[config.mk]
export PLATFORM = sky130hd
export DESIGN_NAME = multicycle_controller
export DESIGN_NICKNAME = d
export VERILOG_FILES = /design/src/rtl/cpu_ctrl_pkg.sv /design/src/rtl/alu_decoder.sv /design/src/rtl/multicycle_controller.sv
export SDC_FILE = /design/constraint.sdc
export NUM_CORES = 1
export LEC_CHECK = 0
export BUFFER_PORTS_ARGS = -buffer_cell sky130_fd_sc_hd__buf_2
export CAP_MARGIN = 20
export CORE_MARGIN = 1.5
export CORE_UTILIZATION = 50
export DETAILED_ROUTE_END_ITERATION = 10
export MAX_ROUTING_LAYER = met4
export PLACE_DENSITY = 0.79
export SETUP_SLACK_MARGIN = 0.15
export SYNTH_ARGS = -nofsm -noshare
export SYNTH_HDL_FRONTEND = slang
export SYNTH_HIERARCHICAL = 1
export SYNTH_SLANG_ARGS = --single-unit
[constraint.sdc]
create_clock -name clk -period 3.5 [get_ports clk]
set_input_delay 0.35 -clock clk [delete_from_list [all_inputs] [get_ports clk]]
set_output_delay 0.35 -clock clk [all_outputs]
set_load 0.01 [all_outputs]
[src/rtl/cpu_ctrl_pkg.sv]
// -----------------------------------------------------------------------------
// cpu_ctrl_pkg
//
// Purpose : Shared encodings for the multicycle integer-datapath controller:
//           instruction opcode and func fields, ALU operation codes and the
//           sequencer state enum.
//
// Ports   : none (package only)
//
// Configuration : MULTICYCLE_BEQ_EN (consumed by the importing modules; the
//                 BEQ opcode and BRANCH state are always defined here).
// -----------------------------------------------------------------------------
package cpu_ctrl_pkg;

    // Primary opcode field (IR[31:26])
    localparam logic [5:0] OP_RTYPE = 6'b000000;
    localparam logic [5:0] OP_BEQ   = 6'b000100;
    localparam logic [5:0] OP_ADDI  = 6'b001000;
    localparam logic [5:0] OP_ANDI  = 6'b001100;
    localparam logic [5:0] OP_ORI   = 6'b001101;
    localparam logic [5:0] OP_XORI  = 6'b001110;
    localparam logic [5:0] OP_LUI   = 6'b001111;
    localparam logic [5:0] OP_LW    = 6'b100011;
    localparam logic [5:0] OP_SW    = 6'b101011;

    // R-type func field (IR[5:0])
    localparam logic [5:0] FN_SLL   = 6'b000000;
    localparam logic [5:0] FN_SRL   = 6'b000010;
    localparam logic [5:0] FN_ADD   = 6'b100000;
    localparam logic [5:0] FN_SUB   = 6'b100010;
    localparam logic [5:0] FN_AND   = 6'b100100;
    localparam logic [5:0] FN_OR    = 6'b100101;
    localparam logic [5:0] FN_XOR   = 6'b100110;

    // ALU operation codes
    localparam logic [3:0] ALU_ADD  = 4'b0000;
    localparam logic [3:0] ALU_SUB  = 4'b0001;
    localparam logic [3:0] ALU_AND  = 4'b0010;
    localparam logic [3:0] ALU_OR   = 4'b0011;
    localparam logic [3:0] ALU_XOR  = 4'b0100;
    localparam logic [3:0] ALU_LUI  = 4'b0101;
    localparam logic [3:0] ALU_SLL  = 4'b0110;
    localparam logic [3:0] ALU_SRL  = 4'b0111;

    // Sequencer states. ST_BRANCH is only reachable when BEQ is enabled.
    typedef enum logic [3:0] {
        ST_IDLE     = 4'd0,
        ST_FETCH    = 4'd1,
        ST_DECODE   = 4'd2,
        ST_EXEC     = 4'd3,
        ST_MEM_ADDR = 4'd4,
        ST_MEM_RD   = 4'd5,
        ST_MEM_WR   = 4'd6,
        ST_WB       = 4'd7,
        ST_BRANCH   = 4'd8
    } state_t;

endpackage

[src/rtl/alu_decoder.sv]
// -----------------------------------------------------------------------------
// alu_decoder
//
// Purpose : Combinational instruction decoder. Maps an opcode/func pair onto
//           the ALU operation and the datapath selects the sequencer needs,
//           and flags whether the instruction is one we know how to execute.
//
// Ports   :
//   i_opcode       in   6  opcode field
//   i_func         in   6  func field (only meaningful for R-type)
//   o_alu_control  out  4  ALU operation code
//   o_shift        out  1  ALU A operand = shamt
//   o_alu_src      out  1  ALU B operand = immediate
//   o_reg_dst      out  1  write register = rd (R-type) instead of rt
//   o_valid        out  1  instruction is decodable
//
// Configuration : MULTICYCLE_BEQ_EN adds BEQ (SUB on two registers).
// -----------------------------------------------------------------------------
module alu_decoder
    import cpu_ctrl_pkg::*;
(
    input  logic [5:0] i_opcode,
    input  logic [5:0] i_func,
    output logic [3:0] o_alu_control,
    output logic       o_shift,
    output logic       o_alu_src,
    output logic       o_reg_dst,
    output logic       o_valid
);

    always_comb begin
        o_alu_control = ALU_ADD;
        o_shift       = 1'b0;
        o_alu_src     = 1'b0;
        o_reg_dst     = 1'b0;
        o_valid       = 1'b0;

        case (i_opcode)
            OP_RTYPE: begin
                o_reg_dst = 1'b1;
                case (i_func)
                    FN_ADD: begin o_alu_control = ALU_ADD; o_valid = 1'b1; end
                    FN_SUB: begin o_alu_control = ALU_SUB; o_valid = 1'b1; end
                    FN_AND: begin o_alu_control = ALU_AND; o_valid = 1'b1; end
                    FN_OR:  begin o_alu_control = ALU_OR;  o_valid = 1'b1; end
                    FN_XOR: begin o_alu_control = ALU_XOR; o_valid = 1'b1; end
                    FN_SLL: begin
                        o_alu_control = ALU_SLL;
                        o_shift       = 1'b1;
                        o_valid       = 1'b1;
                    end
                    FN_SRL: begin
                        o_alu_control = ALU_SRL;
                        o_shift       = 1'b1;
                        o_valid       = 1'b1;
                    end
                    default: o_valid = 1'b0;
                endcase
            end
            OP_ADDI: begin o_alu_control = ALU_ADD; o_alu_src = 1'b1; o_valid = 1'b1; end
            OP_ANDI: begin o_alu_control = ALU_AND; o_alu_src = 1'b1; o_valid = 1'b1; end
            OP_ORI:  begin o_alu_control = ALU_OR;  o_alu_src = 1'b1; o_valid = 1'b1; end
            OP_XORI: begin o_alu_control = ALU_XOR; o_alu_src = 1'b1; o_valid = 1'b1; end
            OP_LUI:  begin o_alu_control = ALU_LUI; o_alu_src = 1'b1; o_valid = 1'b1; end
            // Loads and stores compute base + offset.
            OP_LW:   begin o_alu_control = ALU_ADD; o_alu_src = 1'b1; o_valid = 1'b1; end
            OP_SW:   begin o_alu_control = ALU_ADD; o_alu_src = 1'b1; o_valid = 1'b1; end
`ifdef MULTICYCLE_BEQ_EN
            // Equality is tested by subtracting the two register operands.
            OP_BEQ:  begin o_alu_control = ALU_SUB; o_alu_src = 1'b0; o_valid = 1'b1; end
`endif
            default: o_valid = 1'b0;
        endcase
    end

endmodule

[src/rtl/multicycle_controller.sv]
// -----------------------------------------------------------------------------
// multicycle_controller
//
// Purpose : Multicycle sequencer for the integer datapath. Steps every
//           instruction through FETCH, DECODE, EXEC / MEM_ADDR, MEM_RD /
//           MEM_WR and WB, driving the shared ALU, register file and the
//           single unified memory port.
//
// Memory handshake: in FETCH, MEM_RD and MEM_WR the controller holds
//           mem_req=1 with stable outputs; the access completes in the cycle
//           where mem_ready=1, and the FSM advances on that edge. mem_ready is
//           ignored in every other state.
//
// Ports   :
//   clk          in   1  rising-edge clock
//   rst          in   1  synchronous, active-high reset
//   Opcode       in   6  instruction-register opcode field
//   Func         in   6  instruction-register func field
//   mem_ready    in   1  memory completes the current access this cycle
//   mem_req      out  1  memory access request
//   IorD         out  1  memory address select: 0 = PC, 1 = ALU result
//   IRWrite      out  1  load instruction register
//   PCWrite      out  1  load PC+4
//   MemWrite     out  1  store on current access
//   RegWrite     out  1  register-file write
//   RegDst       out  1  write register select: 1 = rd, 0 = rt
//   ALUSrc       out  1  ALU B select: 1 = immediate
//   Shift        out  1  ALU A select: shamt
//   MemToReg     out  1  write-back data select: 1 = memory
//   ALUControl   out  4  ALU operation code
//   instr_done   out  1  pulse on the final cycle of each instruction
//   illegal      out  1  pulse on an undecodable instruction
//   o_dbg_state  out  4  current FSM state (debug/observability)
//   PCWriteCond  out  1  conditional PC load (only with MULTICYCLE_BEQ_EN)
//
// Configuration : MULTICYCLE_BEQ_EN adds the BEQ instruction, the BRANCH state
//                 and the PCWriteCond port. Undefined, opcode 000100 is illegal.
// -----------------------------------------------------------------------------
module multicycle_controller
    import cpu_ctrl_pkg::*;
(
    input  logic       clk,
    input  logic       rst,
    input  logic [5:0] Opcode,
    input  logic [5:0] Func,
    input  logic       mem_ready,
    output logic       mem_req,
    output logic       IorD,
    output logic       IRWrite,
    output logic       PCWrite,
    output logic       MemWrite,
    output logic       RegWrite,
    output logic       RegDst,
    output logic       ALUSrc,
    output logic       Shift,
    output logic       MemToReg,
    output logic [3:0] ALUControl,
    output logic       instr_done,
    output logic       illegal,
    output logic [3:0] o_dbg_state
`ifdef MULTICYCLE_BEQ_EN
    ,
    output logic       PCWriteCond
`endif
);

    state_t     r_state;
    state_t     w_next_state;
    logic [5:0] r_opcode;
    logic [5:0] r_func;

    logic [5:0] w_opcode;
    logic [5:0] w_func;
    logic [3:0] w_alu_control;
    logic       w_shift;
    logic       w_alu_src;
    logic       w_reg_dst;
    logic       w_valid;
    logic       w_is_lw;
    logic       w_is_sw;

    // -------------------------------------------------------------------------
    // State register and instruction-field capture. The IR is loaded at the
    // end of FETCH, so DECODE sees the new fields live on Opcode/Func; they are
    // captured on the DECODE edge so later IR changes cannot disturb the rest
    // of the instruction.
    // -------------------------------------------------------------------------
    always_ff @(posedge clk) begin
        if (rst) begin
            r_state  <= ST_IDLE;
            r_opcode <= 6'd0;
            r_func   <= 6'd0;
        end else begin
            r_state <= w_next_state;
            if (r_state == ST_DECODE) begin
                r_opcode <= Opcode;
                r_func   <= Func;
            end
        end
    end

    // Decode the live IR while in DECODE, the captured copy afterwards.
    assign w_opcode = (r_state == ST_DECODE) ? Opcode : r_opcode;
    assign w_func   = (r_state == ST_DECODE) ? Func   : r_func;

    assign w_is_lw  = (w_opcode == OP_LW);
    assign w_is_sw  = (w_opcode == OP_SW);

    assign o_dbg_state = r_state;

    alu_decoder u_alu_decoder (
        .i_opcode      (w_opcode),
        .i_func        (w_func),
        .o_alu_control (w_alu_control),
        .o_shift       (w_shift),
        .o_alu_src     (w_alu_src),
        .o_reg_dst     (w_reg_dst),
        .o_valid       (w_valid)
    );

    // -------------------------------------------------------------------------
    // Next-state and output decode. Everything is held at zero while rst is
    // high so that no write enable can fire in the cycle being reset, even
    // when the FSM is still sitting in a requesting state.
    // -------------------------------------------------------------------------
    always_comb begin
        w_next_state = r_state;
        mem_req      = 1'b0;
        IorD         = 1'b0;
        IRWrite      = 1'b0;
        PCWrite      = 1'b0;
        MemWrite     = 1'b0;
        RegWrite     = 1'b0;
        RegDst       = 1'b0;
        ALUSrc       = 1'b0;
        Shift        = 1'b0;
        MemToReg     = 1'b0;
        ALUControl   = ALU_ADD;
        instr_done   = 1'b0;
        illegal      = 1'b0;
`ifdef MULTICYCLE_BEQ_EN
        PCWriteCond  = 1'b0;
`endif

        if (!rst) begin
            case (r_state)
                ST_IDLE: begin
                    w_next_state = ST_FETCH;
                end

                ST_FETCH: begin
                    mem_req = 1'b1;
                    IorD    = 1'b0;
                    if (mem_ready) begin
                        IRWrite      = 1'b1;
                        PCWrite      = 1'b1;
                        w_next_state = ST_DECODE;
                    end
                end

                ST_DECODE: begin
                    if (!w_valid) begin
                        illegal      = 1'b1;
                        instr_done   = 1'b1;
                        w_next_state = ST_FETCH;
                    end else if (w_is_lw || w_is_sw) begin
                        w_next_state = ST_MEM_ADDR;
`ifdef MULTICYCLE_BEQ_EN
                    end else if (w_opcode == OP_BEQ) begin
                        w_next_state = ST_BRANCH;
`endif
                    end else begin
                        w_next_state = ST_EXEC;
                    end
                end

                ST_EXEC: begin
                    ALUControl   = w_alu_control;
                    ALUSrc       = w_alu_src;
                    Shift        = w_shift;
                    w_next_state = ST_WB;
                end

                // For LW/SW the decoder already yields ADD with the immediate
                // on B, i.e. the base+offset address computation.
                ST_MEM_ADDR: begin
                    ALUControl   = w_alu_control;
                    ALUSrc       = w_alu_src;
                    Shift        = w_shift;
                    w_next_state = w_is_lw ? ST_MEM_RD : ST_MEM_WR;
                end

                // ALU fields keep their address-phase values so the ALU
                // result (the address) stays valid while memory is busy.
                ST_MEM_RD: begin
                    mem_req    = 1'b1;
                    IorD       = 1'b1;
                    ALUControl = w_alu_control;
                    ALUSrc     = w_alu_src;
                    Shift      = w_shift;
                    if (mem_ready) begin
                        w_next_state = ST_WB;
                    end
                end

                // The store strobe is qualified by mem_ready so a waited
                // access still produces exactly one MemWrite cycle.
                ST_MEM_WR: begin
                    mem_req    = 1'b1;
                    IorD       = 1'b1;
                    ALUControl = w_alu_control;
                    ALUSrc     = w_alu_src;
                    Shift      = w_shift;
                    if (mem_ready) begin
                        MemWrite     = 1'b1;
                        instr_done   = 1'b1;
                        w_next_state = ST_FETCH;
                    end
                end

                ST_WB: begin
                    RegWrite     = 1'b1;
                    RegDst       = w_reg_dst;
                    MemToReg     = w_is_lw;
                    ALUControl   = w_alu_control;
                    ALUSrc       = w_alu_src;
                    Shift        = w_shift;
                    instr_done   = 1'b1;
                    w_next_state = ST_FETCH;
                end

`ifdef MULTICYCLE_BEQ_EN
                ST_BRANCH: begin
                    ALUControl   = w_alu_control;
                    ALUSrc       = 1'b0;
                    PCWriteCond  = 1'b1;
                    instr_done   = 1'b1;
                    w_next_state = ST_FETCH;
                end
`endif

                default: begin
                    w_next_state = ST_IDLE;
                end
            endcase
        end
    end

endmodule

# After elaboration in Yosys (flattened, before gate mapping)
# Index checks and enable logic that the tools add are counted.
[op_classes]
n_eq_ne = 23
reduce_logical = 12
n_mux = 43
[op_table]
columns = ["cell", "n"]
rows = [
  ["equality test 6 bit, second input constant", 7],
  ["equality test 6 x 4 -> 1 bit, second input constant", 5],
  ["two-way mux 1 bit", 28],
  ["one-hot mux 4 bit (7 select lines)", 1],
  ["two-way mux 4 bit", 5],
  ["one-hot mux 4 bit (5 select lines)", 1],
  ["one-hot mux 3 bit (6 select lines)", 1],
  ["equality test 4 x 3 -> 1 bit, second input constant", 4],
  ["OR reduction 7 bit", 2],
  ["logical NOT 6 bit", 2],
  ["two-way mux 6 bit", 2],
  ["equality test 4 x 2 -> 1 bit, second input constant", 2],
  ["equality test 6 x 2 -> 1 bit, second input constant", 1],
  ["two-way mux 3 bit", 2],
  ["!= test 2 bit, second input constant", 3],
  ["OR reduction 2 bit", 3],
  ["OR reduction 5 bit", 1],
  ["equality test 4 x 1 -> 1 bit, second input constant", 1],
  ["logical NOT 4 bit", 1],
  ["one-hot mux 1 bit (3 select lines)", 1],
  ["AND reduction 3 bit", 1],
  ["OR reduction 3 bit", 1],
  ["two-way mux 2 bit", 1],
  ["one-hot mux 1 bit (2 select lines)", 1],
  ["logical OR 1 bit", 1],
]
[word_totals]
wordCells = 81
register_bits = 16
output_inout_bits = 20
inputBits = 15

# Logic depth before layout (Yosys ltp)
[depth]
depth_word = 9
depth_mapped = 12
depth_no_buf = 11

# Cells and area by module
# The synthesis kept the hierarchy.
[by_module_without_submodules]
columns = ["mod", "area_each_um2", "cells_per_inst", "n_inst"]
rows = [
  ["multicycle_controller", 888.4, 101, 1],
  ["alu_decoder", 187.7, 30, 1],
]

# Worst setup path before layout
# OpenSTA, ideal clock, no wires.
[synth_path]
path_kind = "flip-flop to output port"
start = "register r_state[1], in the netlist o_dbg_state[1]"
end = "output instr_done"
arrival_time_ns = 2.601
required_time_ns = 3.150
slack_ns = 0.549
stages_incl_launch_ff = 9
path_buffers = 1
cell_sequence = "dfxtp_1 nor3b_4 buf_2 mux2_2 nor4_2 nand3_2 o21bai_1 nor3b_1 or3_1"
[synth_rtl]
columns = ["element", "line", "text"]
rows = [
  ["start: declaration", "multicycle_controller.sv:67", "state_t r_state;"],
  ["start signal: assignment", "multicycle_controller.sv:94", "r_state <= w_next_state;"],
  ["equality test 4 x 2 -> 1 bit (*)", "multicycle_controller.sv:103", "assign w_opcode = (r_state == ST_DECODE) ? Opcode : r_opcode;"],
  ["two-way mux 6 bit (*)", "-", ""],
  ["named net w_opcode[2]", "multicycle_controller.sv:72", "logic [5:0] w_opcode;"],
  ["equality test 6 bit / equality test 6 x 4 -> 1 bit (equally long branches)", "alu_decoder.sv:38", "case (i_opcode)"],
  ["OR reduction 7 bit (no source line)", "-", ""],
  ["one-hot mux 1 bit (2 select lines) (*)", "alu_decoder.sv:38", ""],
  ["named net w_valid", "multicycle_controller.sv:78", "logic w_valid;"],
  ["two-way mux 1 bit (*)", "multicycle_controller.sv:162", "if (!w_valid) begin"],
  ["one-hot mux 1 bit (3 select lines) (*)", "multicycle_controller.sv:146", "case (r_state)"],
  ["two-way mux 1 bit (*)", "multicycle_controller.sv:145", "if (!rst) begin"],
  ["end: declaration", "multicycle_controller.sv:58", "output logic instr_done,"],
]
# The timed path passes the listed nets; every way through them passes the cells marked *.

# Worst setup path in the final report
[layout_path]
start = "register r_state[2], in the netlist o_dbg_state[2]"
end = "output instr_done"
# Same word-level chain as after synthesis.

==> impl_results.md <==
- Outcome: finished clean
- CTS tree: yes
- Min-Delay Path Class: input port to flip-flop
- Post-detail-place hpwl: 1840 µm
- Gpl congestion: 0.861
- Adder-cell share of the synthesized area: 0%
- Setup TNS: 0 ns
- Synthesized cell area: ~0.0011 mm²
- CP startpoint: o_dbg_state[2]
- Mux contribution to synthesized area: 14.4%
- Initial antenna violation count: 0
- Register area share after synthesis: 27.9%
- XOR/XNOR Fraction of Synth Area: 0.814%
- Port Buf Inserts: 32
- Core ar.: 0.00200 mm²
- Die ar.: 0.00244 mm²
- # setup viols final: 0
- N_diodes: 0
- CTS buffer count: 3
- Post-synth top cells: nor2_1 (16), dfxtp_1 (15), nor2b_1 (13), mux2_2 (12), and2_1 (7)
- Routed vias/inst: 5.36
- Share of post-route cells with drive strength above 1: 37.2%
- Post-route insts no fill: 191
- # hold bufs at CTS: 0
- CP required: approximately 3.2 ns
- P_leak: between 0.0005 and 0.0006 µW
- Compound-Gate Fraction of Synth Area: between 10% and 20%
- Die X: 49.4 µm
- Clk Latency, worst-skew pair: 0.28 ns
- Global route overflow: 0
- Design Area, Final: 0.00131 mm²
- Row cnt: 16
- Placed cell area: 0.00125 mm²
- First-pass GRT wire length: 3730 µm
- Max Slew Vio Count: 0
- Clock root cell: clkbuf_4
- Synth area leaders: dfxtp_1 (28%), mux2_2 (13%), nor2b_1 (7.6%), nor2_1 (5.6%), and2_1 (4.1%)
- RSZ-0062 raised after global routing: false
- Combinational share of power: 51.4%
- CP arrival: 2.87 ns
- Total internal power: between 300 and 400 µW
- Wire per inst: 13.0 µm
- Filler cells: 164
- Reg2reg start: o_dbg_state[2]
- Deepest clock path buffer count: 2
- Area share of the leading cell type in the synthesized netlist: 27.9%
- Number of library cell types mapped by synthesis: between 40 and 50
- Total power per unit cell area: 470 mW/mm²
- Minimum clock period: approximately 3.2 ns
- R2r worst-path depth: 11
- Psw: 231 µW
- Sw Ratio: 37.6%
- Synth warn: 6
- Crit. End Element: primary output
- Drt drc: 0
- Critical Path Source Type: flip-flop
- Top FF cell, synth: dfxtp_1
- Avg Synthesized Cell Area: between 8 and 9 µm²
- Seq pwr share: 32.8%
- Global Route Usage Sum: ~20%
- Initial Util: between 50% and 60%
- Synth Area in Simple Gates: 35.2%
- Hold Vio Cnt, Final: 0
- Num ports: 35
- Synth Register Bits: 15
- Post-Syn Nets: 146
- First drt pass iteration count: 4
- Largest net degree at the start of global routing: 22
- Largest family of logic cells by synthesized area: simple AND/OR/NAND/NOR gates
- Chip Height: 49.4 µm
- Clk pin slew, worst setup/hold paths: 0.08 ns
- Syn Inst Count: around 130
- Top-count cell post-synth: nor2_1
- Setup slack, reg-to-reg: approximately 0.73 ns
- DRT antenna net count: 0
- Vias in the first global route: 872
- Number of flops mapped to enable cells by yosys: 0
- Clock share of power: between 10% and 20%
- CTS Sinks: 15
- Initial drt markers: 23
- Core Util, Final: 65.3%
- Cell type with the highest aggregate area in the netlist: dfxtp_1
- Worst VDD drop: around 320 µV
- Nets: 180
- Kind of critical path: flip-flop to primary output
- Clock Skew: 0.00153 ns
- CTS H-tree depth: 1
- Drt total wl: ~2500 µm
- Post-Place Cells: 185
- Max Clk Rate: ~0.31 GHz
- Total number of vias: just over 1,000
- Hold Startpoint: Opcode[3]
- Worst R2R End: o_dbg_state[0]
- Maximum fanout along the worst path: 12
- Area growth, synth to finish: 21.5%
- Crit share post-route: 91.9%
- End of the critical path: instr_done
- Async S/R FF share, synth: 0%
- Max cap viols: 0
==> worst max-delay path: stages, from the launching register on <==
cell,delay (ns)
dfxtp_2,0.40
nor3b_4,0.23
buf_4,0.20
mux2_2,0.40
nor4_2,0.35
nand3_2,0.20
o21bai_4,0.22
nor3b_1,0.08
or3_1,0.37
buf_2,0.14
==> what timing repair did <==
item	in CTS	in global routing
setup endpoints to repair	1	1
pin swaps	1	0
setup buffers	2	0
resized for setup	1	3
==> metal layers <==
layer | track usage (%) | wire length, µm | vias to the layer above
met1 | 24.0 | 1130 | 472
met5 | - | 0 | -
li1 | - | - | 516
met2 | 34.7 | 1210 | 34
met4 | 4.17 | 8 | 0
met3 | 3.99 | 135 | 2
==> flip-flops by register name, indices dropped and copies added, names as in the netlist <==
| name | flops |
|---|---|
| o_dbg_state | 3 |
| r_func | 6 |
| r_opcode | 6 |
==> worst min path at each step <==
stage,end,slack (ns),cells after the start
floorplan,r_opcode[3],0.52,2
global placement,r_opcode[3],0.59,2
detailed placement,r_func[3],0.60,2
CTS,r_opcode[3],0.39,3
global route,r_opcode[3],0.37,3
finish,r_opcode[3],0.37,3
==> per-stage QoR <==
step	setup slack (ns)	hold slack (ns)	power, µW
6_report	0.283	0.371	615
5_1_grt	0.128	0.365	652
4_1_cts	0.256	0.386	601
3_5_place_dp	0.343	0.603	492
3_3_place_gp	0.442	0.591	482
2_1_floorplan	0.549	0.517	425
==> power by group through the flow <==
| stage | clock (µW) | sequential, µW | combinational, µW |
|---|---|---|---|
| global placement | 0 | 204 | 278 |
| global route | 110 | 204 | 339 |
| floorplan | 0 | 206 | 219 |
| finish | 97.4 | 202 | 316 |
| detailed placement | 0 | 205 | 287 |
| CTS | 101 | 201 | 298 |
==> cells by family (layout without fill, tap and decap cells) <==
| kind of cell | count (synthesis) | count (layout) |
|---|---|---|
| AO/OA/AOI/OAI | 22 | 22 |
| XOR/XNOR | 1 | 1 |
| buffers and inverters | 14 | 47 |
| flip-flops | 15 | 15 |
| multiplexers | 14 | 14 |
| other | 2 | 2 |
| AND/OR/NAND/NOR | 63 | 63 |
==> placed cells by master, fill, tap and decap left out, types with 2 or more instances in the layout <==
| cell type | instances |
|---|---|
| buf_2 | 32 |
| o21a_1 | 2 |
| nand3b_1 | 2 |
| mux2_2 | 12 |
| nor2_1 | 16 |
| nand2_1 | 6 |
| inv_1 | 5 |
| conb_1 | 2 |
| and2_1 | 7 |
| a21oi_1 | 5 |
| o22ai_1 | 3 |
| dfxtp_1 | 14 |
| nor3b_1 | 3 |
| nand3_1 | 2 |
| buf_4 | 6 |
| nor3_1 | 2 |
| clkbuf_4 | 3 |
| nor2b_1 | 13 |
==> area by class of cell <==
cell class,count,area [µm²],area share [%]
Clock buffer,4,26.3,2.01
Inverter,5,18.8,1.44
Multi-Input combinational cell,102,722,55.2
Sequential cell,15,302,23.1
Tap cell,27,33.8,2.58
Timing Repair Buffer,38,205,15.7
Note: power is estimated with default switching activity, not from simulation.
